`src/rtl/fetch_unit.sv`:
```
// rtl/fetch_unit.sv - instruction fetch stage: pc, async-read instruction port, in-order fetch queue to decode
module fetch_unit #(
  parameter logic [31:0] RESET_PC    = 32'h0000_0000,
  parameter int          ADDR_W      = 12,
  parameter int          QUEUE_DEPTH = 2
) (
  input  logic              clk,
  input  logic              rst_n,
  input  logic              fetch_en,
  input  logic              redirect,
  input  logic [31:0]       redirect_pc,
  output logic [ADDR_W-1:0] inst_addr,
  input  logic [31:0]       inst_data,
  output logic              out_valid,
  input  logic              out_ready,
  output logic [31:0]       out_pc,
  output logic [31:0]       out_inst,
  output logic [31:0]       pc,
  output logic              fetch_fault
);

  localparam int PTR_W = $clog2(QUEUE_DEPTH);
  localparam int CNT_W = PTR_W + 1;
  localparam logic [CNT_W-1:0] DEPTH_C = CNT_W'(QUEUE_DEPTH);

  logic [31:0]      pc_q, pc_d;
  logic             fault_q, fault_d;
  logic [PTR_W-1:0] head_q, head_d, tail_q, tail_d;
  logic [CNT_W-1:0] count_q, count_d;
  logic [31:0]      q_pc_q   [QUEUE_DEPTH];
  logic [31:0]      q_pc_d   [QUEUE_DEPTH];
  logic [31:0]      q_inst_q [QUEUE_DEPTH];
  logic [31:0]      q_inst_d [QUEUE_DEPTH];
  logic             pop, push;

  assign inst_addr   = pc_q[ADDR_W+1:2];
  assign pc          = pc_q;
  assign fetch_fault = fault_q;
  assign out_valid   = (count_q != '0);
  assign out_pc      = out_valid ? q_pc_q[head_q]   : 32'h0;
  assign out_inst    = out_valid ? q_inst_q[head_q] : 32'h0;

  always_comb begin
    pop      = out_valid & out_ready;
    // A simultaneous pop frees the slot, so a full queue can still accept a push.
    push     = fetch_en & ~fault_q & ~redirect & ((count_q < DEPTH_C) | pop);
    pc_d     = pc_q;
    fault_d  = fault_q;
    head_d   = head_q;
    tail_d   = tail_q;
    count_d  = count_q;
    q_pc_d   = q_pc_q;
    q_inst_d = q_inst_q;
    if (redirect) begin
      head_d  = '0;
      tail_d  = '0;
      count_d = '0;
      pc_d    = {redirect_pc[31:2], 2'b00};
      if (redirect_pc[1:0] != 2'b00) fault_d = 1'b1;
    end else begin
      if (push) begin
        q_pc_d[tail_q]   = pc_q;
        q_inst_d[tail_q] = inst_data;
        tail_d           = tail_q + PTR_W'(1);
        pc_d             = pc_q + 32'd4;
      end
      if (pop) head_d = head_q + PTR_W'(1);
      if (push && !pop)      count_d = count_q + CNT_W'(1);
      else if (pop && !push) count_d = count_q - CNT_W'(1);
    end
  end

  always_ff @(posedge clk or negedge rst_n) begin
    if (!rst_n) begin
      pc_q    <= RESET_PC;
      fault_q <= 1'b0;
      head_q  <= '0;
      tail_q  <= '0;
      count_q <= '0;
      for (int i = 0; i < QUEUE_DEPTH; i++) begin
        q_pc_q[i]   <= 32'h0;
        q_inst_q[i] <= 32'h0;
      end
    end else begin
      pc_q     <= pc_d;
      fault_q  <= fault_d;
      head_q   <= head_d;
      tail_q   <= tail_d;
      count_q  <= count_d;
      q_pc_q   <= q_pc_d;
      q_inst_q <= q_inst_d;
    end
  end

endmodule

```
`config.mk`:
```
export PLATFORM = sky130hd
export DESIGN_NAME = fetch_unit
export DESIGN_NICKNAME = d
export VERILOG_FILES = /design/src/rtl/fetch_unit.sv
export SDC_FILE = /design/constraint.sdc
export NUM_CORES = 1
export LEC_CHECK = 0
export CAP_MARGIN = 30
export CORE_MARGIN = 1
export CORE_UTILIZATION = 54
export DETAILED_ROUTE_END_ITERATION = 6
export GPL_ROUTABILITY_DRIVEN = 0
export GPL_TIMING_DRIVEN = 0
export PLACE_DENSITY = 0.85
export SLEW_MARGIN = 40
export SYNTH_ARGS = -nofsm -noshare
export SYNTH_HDL_FRONTEND = slang
export SYNTH_SLANG_ARGS = --single-unit
```
`constraint.sdc`:
```
create_clock -name clk -period 6.13 [get_ports clk]
set_clock_uncertainty 0.1 [all_clocks]
set_input_delay 1.839 -clock clk [delete_from_list [all_inputs] [get_ports clk]]
set_output_delay 1.839 -clock clk [all_outputs]
set_load 0.02 [all_outputs]
```
* Word-level counts from Yosys, hierarchy flattened
Cells that the tools add are included.
** Storage, ports and cells
- Bits in registers :: 165
- Bits of input ports :: 69
- Output and inout port bits :: 110
- Logic and storage cells :: 60
** Cells by class
- $add $sub $neg :: 5
- $lt $le $gt $ge :: 4
- Multiplexer cells :: 21
- Bitwise gates (word level) :: 9
- Reduce and logical (&&, ||, !) cells :: 12
** Operator list (number)
- 32-bit two-way mux :: 11
- 64-bit bitwise mux :: 2
- 32-bit by 3-bit adder with 32-bit output, second input constant :: 1
- 32-bit demux with 1-bit select :: 1
- 2-bit nonzero test :: 4
- 2-bit two-way mux :: 3
- 1-bit AND :: 4
- 2-bit >= comparator, second input constant :: 2
- 1-bit two-way mux :: 4
- 1-bit inverter with 2-bit output :: 2
- 2-bit AND reduction :: 2
- 1-bit logical AND :: 3
- 3-bit nonzero test :: 1
- 1-bit adder, second input constant :: 2
- 2-bit by 1-bit adder with 2-bit output, second input constant :: 1
- 1-bit logical NOT :: 2
- 2-bit by 1-bit less-than comparator with 1-bit output, second input constant :: 1
- 2-bit less-than comparator, second input constant :: 1
- 1-bit inverter :: 2
- 2-bit by 1-bit subtractor with 2-bit output, second input constant :: 1
- 1-bit bitwise OR :: 1

* Logic depth before layout (Yosys ltp)
Gate-level depths: netlist of run 1.
- Depth in word-level cells :: 9
- Depth in mapped cells :: 8
- Mapped depth without buffers :: 6

* Least setup slack after synthesis of run 1
No wires, ideal clock.
- Kind :: reg2out
- Start :: register head_q
- End :: output out_inst[11]
- Data arrival time :: 1.489 ns
- Required time :: 4.191 ns
- Path slack :: 2.702 ns
- Cell stages (with the launch flop) :: 5
- Path buffers :: 2
- Cells stage by stage :: dfrtp_1 clkbuf_1 buf_1 mux2i_1 nor2_1
** On the way
- Longest elaborated chain between the ends :: 5
** Ends and longest elaborated chain
- from (decl) :: RTL line 28 : logic [PTR_W-1:0] head_q, head_d, tail_q, tail_d;
- from (signal assigned) :: RTL line 77 : head_q <= '0;
- from (signal assigned) :: RTL line 87 : head_q <= head_d;
- 1-bit inverter with 2-bit output (not written as such) :: RTL line 41 : assign out_inst = out_valid ? q_inst_q[head_q] : 32'h0;
- 32-bit two-way mux (not written as such) (3 in a row) :: RTL line 41
- 32-bit two-way mux :: RTL line 41
- to (decl) :: RTL line 17 : output logic [31:0] out_inst,
Every way passes these cells. The select of a mux whose other input is x is not followed.

* Worst setup path after layout of run 1
- Start :: register head_q
- End :: output out_inst[13]
The elaborated chain is that of the path after synthesis.

==> results.ini, run 1 <==
[synth]
syn-instance-count = 636
synth_cell_types = 35
ys_warn_count = 0
yosys.area.top_type = dfrtp_1
synth_seq_area_share_pct = 51.9
ys_top_cells_by_area = dfrtp_1 (52%), mux2_2 (16%), mux2i_1 (8.2%)
ys_ff_latch = 159
avgSynthCellArea_um2 = 12.0
yosys.area.top_type_share_pct = 51.9
synth_area_um2 = 7660

[cts]
cts_tree = built
post_cts_resized = 0
numCtsBuffers = 17
cts.path.max_buffers = 2
cts-root-buf = clkbuf_16
clk_pin_slew_ns = 0.06
clk_latency_ns = 0.42
cts.sinks = 159
cts_setup_buffers = 0
h-tree-depth = 4
hold_buffers = 0

[drt]
drt_iter0_drc = 262
post_drt_wl_per_cell_um = 18.1
wl_um = 18600
ant_nets = 0
drtPass1Iterations = 4
via_count = 5589
viasPerCell = 5.44
drc = 0

[pwr]
p_sw_mw = 0.612
seqPwrFrac_pct = 46.0
ir_drop_v = 0.000207
p_comb_share_pct = 11.5
power-per-cell-area_nw_per_um2 = 250
leakage_nw = 4.41
intPower_mw = 1.97
swShare_pct = 23.7
p_clk_share_pct = 42.5

[timing]
post-route-period-util_pct = 78.4
fin_crit_ns = 4.81
worst_slew_pin_slew_ns = 0.817
final.setup.worst_slack_ns = 1.32
fmax_mhz = 208
tns_ns = 0
rsz0062_at_grt = no
setup-violations-final = 0
drv_slew = 0
hold_viol = 0
slew_headroom_pct = 45.1

[flow_run]
cap_violations = 0

[layout]
fillers = 925
drive_gt1_share_pct = 22.4
register_area_um2 = 3980
antennaDiodeCount = 0
multi_input_area_um2 = 3320
syn_to_final_growth_pct = 34.7
postLayoutCoreUtil_pct = 74.4
fin_nets = 904

[outcome]
outcome = completed

[die]
initial_core_util_pct = 55.2
die_w_um = 121
core_um2 = 13900
rows = 43
ios = 179
die_area_um2 = 14700
die_h_um = 121

[global_routing]
grt-ovfl-total = 0
antenna_found_initial = 0
grt_pass1_wl_um = 29800
grt_pass1_vias = 5896
grtUsageTotal_pct = 26.9
grt_max_degree = 79

[critical_path]
worstPathCellList = clkbuf_1, buf_1, mux2i_1, nor2_1, clkdlybuf4s50_1
worstPathRequired_ns = 4.19
worstSetupPathType = register to primary output
cp_max_fo = 10
slowest_stage = clkdlybuf4s50_1
worstSetupStartpointType = register
max_stage_delay_ns = 0.65
cp.arrival_ns = 2.87
critPathCaptureType = primary output

[worst_hold_path]
hp-class = register to register

[placement]
dp_slack_ns = 1.88
numPortBuffers = 174
post-dp-hpwl_um = 13000

[path summary, 6_finish.rpt]
path / startpoint / endpoint / slack, ns / cells past startpoint
max in group asynchronous: rst_n / q_pc_q[11] / 4.16 / 2
min: q_pc_q[13] / q_pc_q[13] / 0.38 / 2
max: head_q / out_inst[13] / 1.32 / 5
max reg2reg: pc[2] / pc[30] / 3.79 / 6
min in group asynchronous: rst_n / q_inst_q[14] / 1.14 / 1
min reg2reg: q_pc_q[13] / q_pc_q[13] / 0.38 / 2
[registers in the layout, indices dropped and copies added (netlist names)]
register / count
count_q: 2
fetch_fault: 1
head_q: 1
pc: 30
q_inst_q: 64
q_pc_q: 60
tail_q: 1
[synthesized netlist by cell type, drive strengths merged]
cell type / count
nand3b: 1
o21ai: 35
buf: 38
and4: 2
o21bai: 1
nor3: 5
ha: 1
clkbuf: 14
nand2b: 2
xor2: 23
conb: 1
and2: 3
inv: 3
nand4: 13
xnor2: 8
mux2i: 63
nor3b: 2
dfrtp: 159
a21oi: 3
nand3: 12
mux2: 122
nor2: 71
nor4: 4
nand4b: 1
and3: 4
nand2: 42
or3: 1
nor2b: 2
[critical path: cells and delay by family (launching register included)]
kind	cells	cell delay, ns
and+or+nand+nor	1	0.16
muxes	1	0.20
DFF	1	0.32
buffers and inverters	3	1.76
[cells by family after synthesis]
| logic type | count (synthesis) | synth area share, % |
|---|---|---|
| other | 1 | 0.0489 |
| xor gates and xnor gates | 31 | 3.54 |
| DFF | 159 | 51.9 |
| muxes | 185 | 26.2 |
| adders and majority gates | 1 | 0.163 |
| AOI/OAI and AO/OA | 39 | 2.58 |
| buffers and inverters | 55 | 5.00 |
| and+or+nand+nor | 165 | 10.6 |
[power groups by stage]
stage / clock network [mW] / registers, mW / logic, mW
global route: 1.16 / 1.20 / 0.321
CTS: 1.11 / 1.19 / 0.299
detailed placement: 0 / 1.20 / 0.296
global placement: 0 / 1.20 / 0.282
floorplan: 0 / 1.21 / 0.127
finish: 1.10 / 1.19 / 0.296
[layout make-up]
cell class / instances / share of cell area [%]
Multi-Input combinational cell: 425 / 32.1
Timing Repair Buffer: 176 / 17.5
Sequential cell: 159 / 38.5
Clock buffer: 22 / 4.69
Tap cell: 180 / 2.18
Clock inverter: 10 / 1.30
Buffer: 52 / 3.60
Inverter: 3 / 0.109
[metrics by stage]
step / instances / power [mW] / hold slack [ns] / instance area, µm²
after floorplan: 639 / 1.33 / 0.349 / 7670
after global placement: 993 / 1.48 / 0.366 / 9640
after detailed placement: 995 / 1.50 / 0.374 / 9700
after CTS: 1027 / 2.60 / 0.387 / 10300
after global routing: 1027 / 2.68 / 0.403 / 10300
final: 1027 / 2.58 / 0.380 / 10300
[layout by cell type (no fill, tap or decap), types with 6 or more instances in the layout]
master,instances
clkdlybuf4s50_1,173
dfrtp_1,159
mux2_2,112
nor2_1,69
mux2i_1,63
nand2_1,42
o21ai_0,33
xor2_1,23
buf_4,17
clkbuf_16,17
clkbuf_1,15
buf_6,14
nand4_1,13
nand3_1,12
mux2_1,10
xnor2_1,8
buf_2,6
[layer usage]
metal | global-route usage (%) | up-vias | share of wire [%]
met5 | 0 | - | 0
met4 | 12.7 | 0 | 3.0
met3 | 6.02 | 42 | 5.2
met2 | 43.9 | 183 | 49
met1 | 33.9 | 2789 | 42
li1 | - | 2575 | -
No activity file was read; power rests on OpenSTA's default activity.
==> run 2, diff against run 1 <==
- CORE_UTILIZATION: 54 -> 46
- PLACE_DENSITY: 0.85 -> 0.77
- clock period: 6.13 -> 4.2 ns (I/O delays scaled with it)
==> results.ini, run 2 (same netlist as run 1, synthesis figures left out) <==
[layout]
final_cells = 1063  ; +3.5%
fillers = 1169  ; +26%
design_area_um2 = 10400  ; +0.33%
largest_register_ffs = 64  ; unchanged
drive_gt1_share_pct = 22.6  ; +0.12 points
syn_to_final_growth_pct = 35.1
fin_nets = 904  ; unchanged
antennaDiodeCount = 0  ; unchanged
top_register = q_inst_q
final_common_cell = clkdlybuf4s50_1
mostFrequentLayoutCells = clkdlybuf4s50_1 (173), dfrtp_1 (159), mux2_2 (112)

[cts]
cts_tree = built
clk_pin_slew_ns = 0.06  ; about the same
cts_setup_buffers = 0  ; unchanged
clk_latency_ns = 0.42  ; about the same
numCtsBuffers = 17  ; unchanged
cts-root-buf = clkbuf_16
cts.sinks = 159  ; unchanged
hold_buffers = 0  ; unchanged
cts.path.max_buffers = 2  ; unchanged
h-tree-depth = 4  ; unchanged

[critical_path]
worstSetupPathType = register to primary output
worstPathRequired_ns = 2.84  ; -1.35 ns
cp.arrival_ns = 2.56  ; -0.31 ns
rr_worst_depth = 6  ; unchanged
startpoint = head_q
cp_max_fo = 10  ; unchanged
critPathCaptureType = primary output
timing.rr.start = pc[2]
worstSetupStartpointType = register

[die]
die_area_um2 = 17200  ; +17%
die_h_um = 131  ; +8.2%
initial_core_util_pct = 47.7  ; -7.5 points
rows = 46  ; +7.0%
ios = 179  ; unchanged
die_w_um = 131  ; +8.2%
core_um2 = 16100  ; +16%

[drt]
drtPass1Iterations = 4  ; unchanged
drc = 0  ; unchanged
wl_um = 18700  ; +0.38%
via_count = 5549  ; -0.72%
drt_iter0_drc = 280  ; +6.9%
post_drt_wl_per_cell_um = 17.6  ; -3.0%
ant_nets = 0  ; unchanged
viasPerCell = 5.22  ; -4.1%

[placement]
post_dp_cell_area_um2 = 9750  ; +0.46%
numPortBuffers = 174  ; unchanged
post-dp-hpwl_um = 13200  ; +1.5%
place_inst = 1031  ; +3.6%

[timing]
fin_crit_ns = 3.92
drv_slew = 0  ; unchanged
slew_headroom_pct = 48.6  ; +3.5 points
hold_viol = 0  ; unchanged
post-route-period-util_pct = 93.4
worst_slew_pin_slew_ns = 0.766  ; -0.0516 ns
rsz0062_at_grt = no
hold-worst-slack_ns = 0.389  ; +0.00903 ns
fmax_mhz = 255
setup-violations-final = 0  ; unchanged

[worst_hold_path]
hp-class = register to register
min_path_cells = 1  ; -1
min_from = q_pc_q[61]

[pwr]
power-per-cell-area_nw_per_um2 = 361  ; +44%
leakage_nw = 4.39  ; -0.46%
ir_drop_v = 0.000283  ; +37%

[global_routing]
grt_max_degree = 78  ; -1.3%
grtUsageTotal_pct = 22.8  ; -4.0 points
grt-ovfl-total = 0  ; unchanged
grt_pass1_vias = 5987  ; +1.5%
grt_pass1_wl_um = 29600  ; -0.95%
antenna_found_initial = 0  ; unchanged

[flow_run]
cap_violations = 0  ; unchanged

[outcome]
outcome = completed

[run 2: changes by cell type in the layout (fill, tap and decap cells not counted)]
cell,before,now
inv_6,0,2
clkinv_2,4,2
clkinv_4,1,0
buf_1,1,0
clkinvlp_4,2,6
clkbuf_2,0,1
clkbuf_8,4,1
[run 2: per-stage QoR]
step	setup slack [ns]	utilization (%)	power [mW]	TNS [ns]
2_1_floorplan	1.35	-	1.95	0
3_3_place_gp	-4.24	60.3	2.16	-672.52
3_5_place_dp	0.493	60.7	2.19	0
4_1_cts	0.0250	64.5	3.77	0
5_1_grt	0.127	64.5	3.88	0
6_report	0.277	64.5	3.74	0
[run 2: final cells by class]
type / instances / area, µm² / area share (%)
plain buffers: 52 / 373 / 3.60
clock buffers: 19 / 443 / 4.28
clock inverters: 13 / 163 / 1.57
inverters: 3 / 11.3 / 0.109
multi-input cells: 425 / 3320 / 32.0
flip-flops and latches: 159 / 3980 / 38.4
well taps: 216 / 270 / 2.61
repair buffers: 176 / 1800 / 17.4
[run 2: final timing paths]
path,endpoint,slack (ns)
setup / recovery,out_pc[10],0.28
hold / removal,q_pc_q[61],0.39
setup reg to reg,pc[22],1.76
hold reg to reg,q_pc_q[61],0.39
max in group asynchronous,pc[14],2.84
min in group asynchronous,q_inst_q[45],0.56
[run 2: report_power, final]
| group | internal (mW) | leakage [nW] | switching, mW |
|---|---|---|---|
| combinational | 0.238 | 2.00 | 0.189 |
| sequential | 1.64 | 2.11 | 0.0948 |
| clock | 0.952 | 0.278 | 0.626 |
| total | 2.83 | 4.39 | 0.909 |
[run 2: timing repair]
action,in CTS,in global routing
gates resized for setup,0,1
endpoints found under the setup margin,0,10
endpoints found under the hold margin,0,0
[run 2: critical path, stage by stage (launching register included)]
cell	delay, ns
dfrtp_1	0.32
clkbuf_1	0.44
buf_2	0.43
mux2i_1	0.14
nor2_1	0.18
clkdlybuf4s50_1	0.64
[run 2: routing by layer]
layer | vias to the layer above | wire, µm | track usage (%)
li1 | 2573 | - | -
met1 | 2759 | 8160 | 28.4
met2 | 188 | 9080 | 38.4
met3 | 29 | 1120 | 5.32
met4 | 0 | 305 | 9.20
met5 | - | 0 | 0
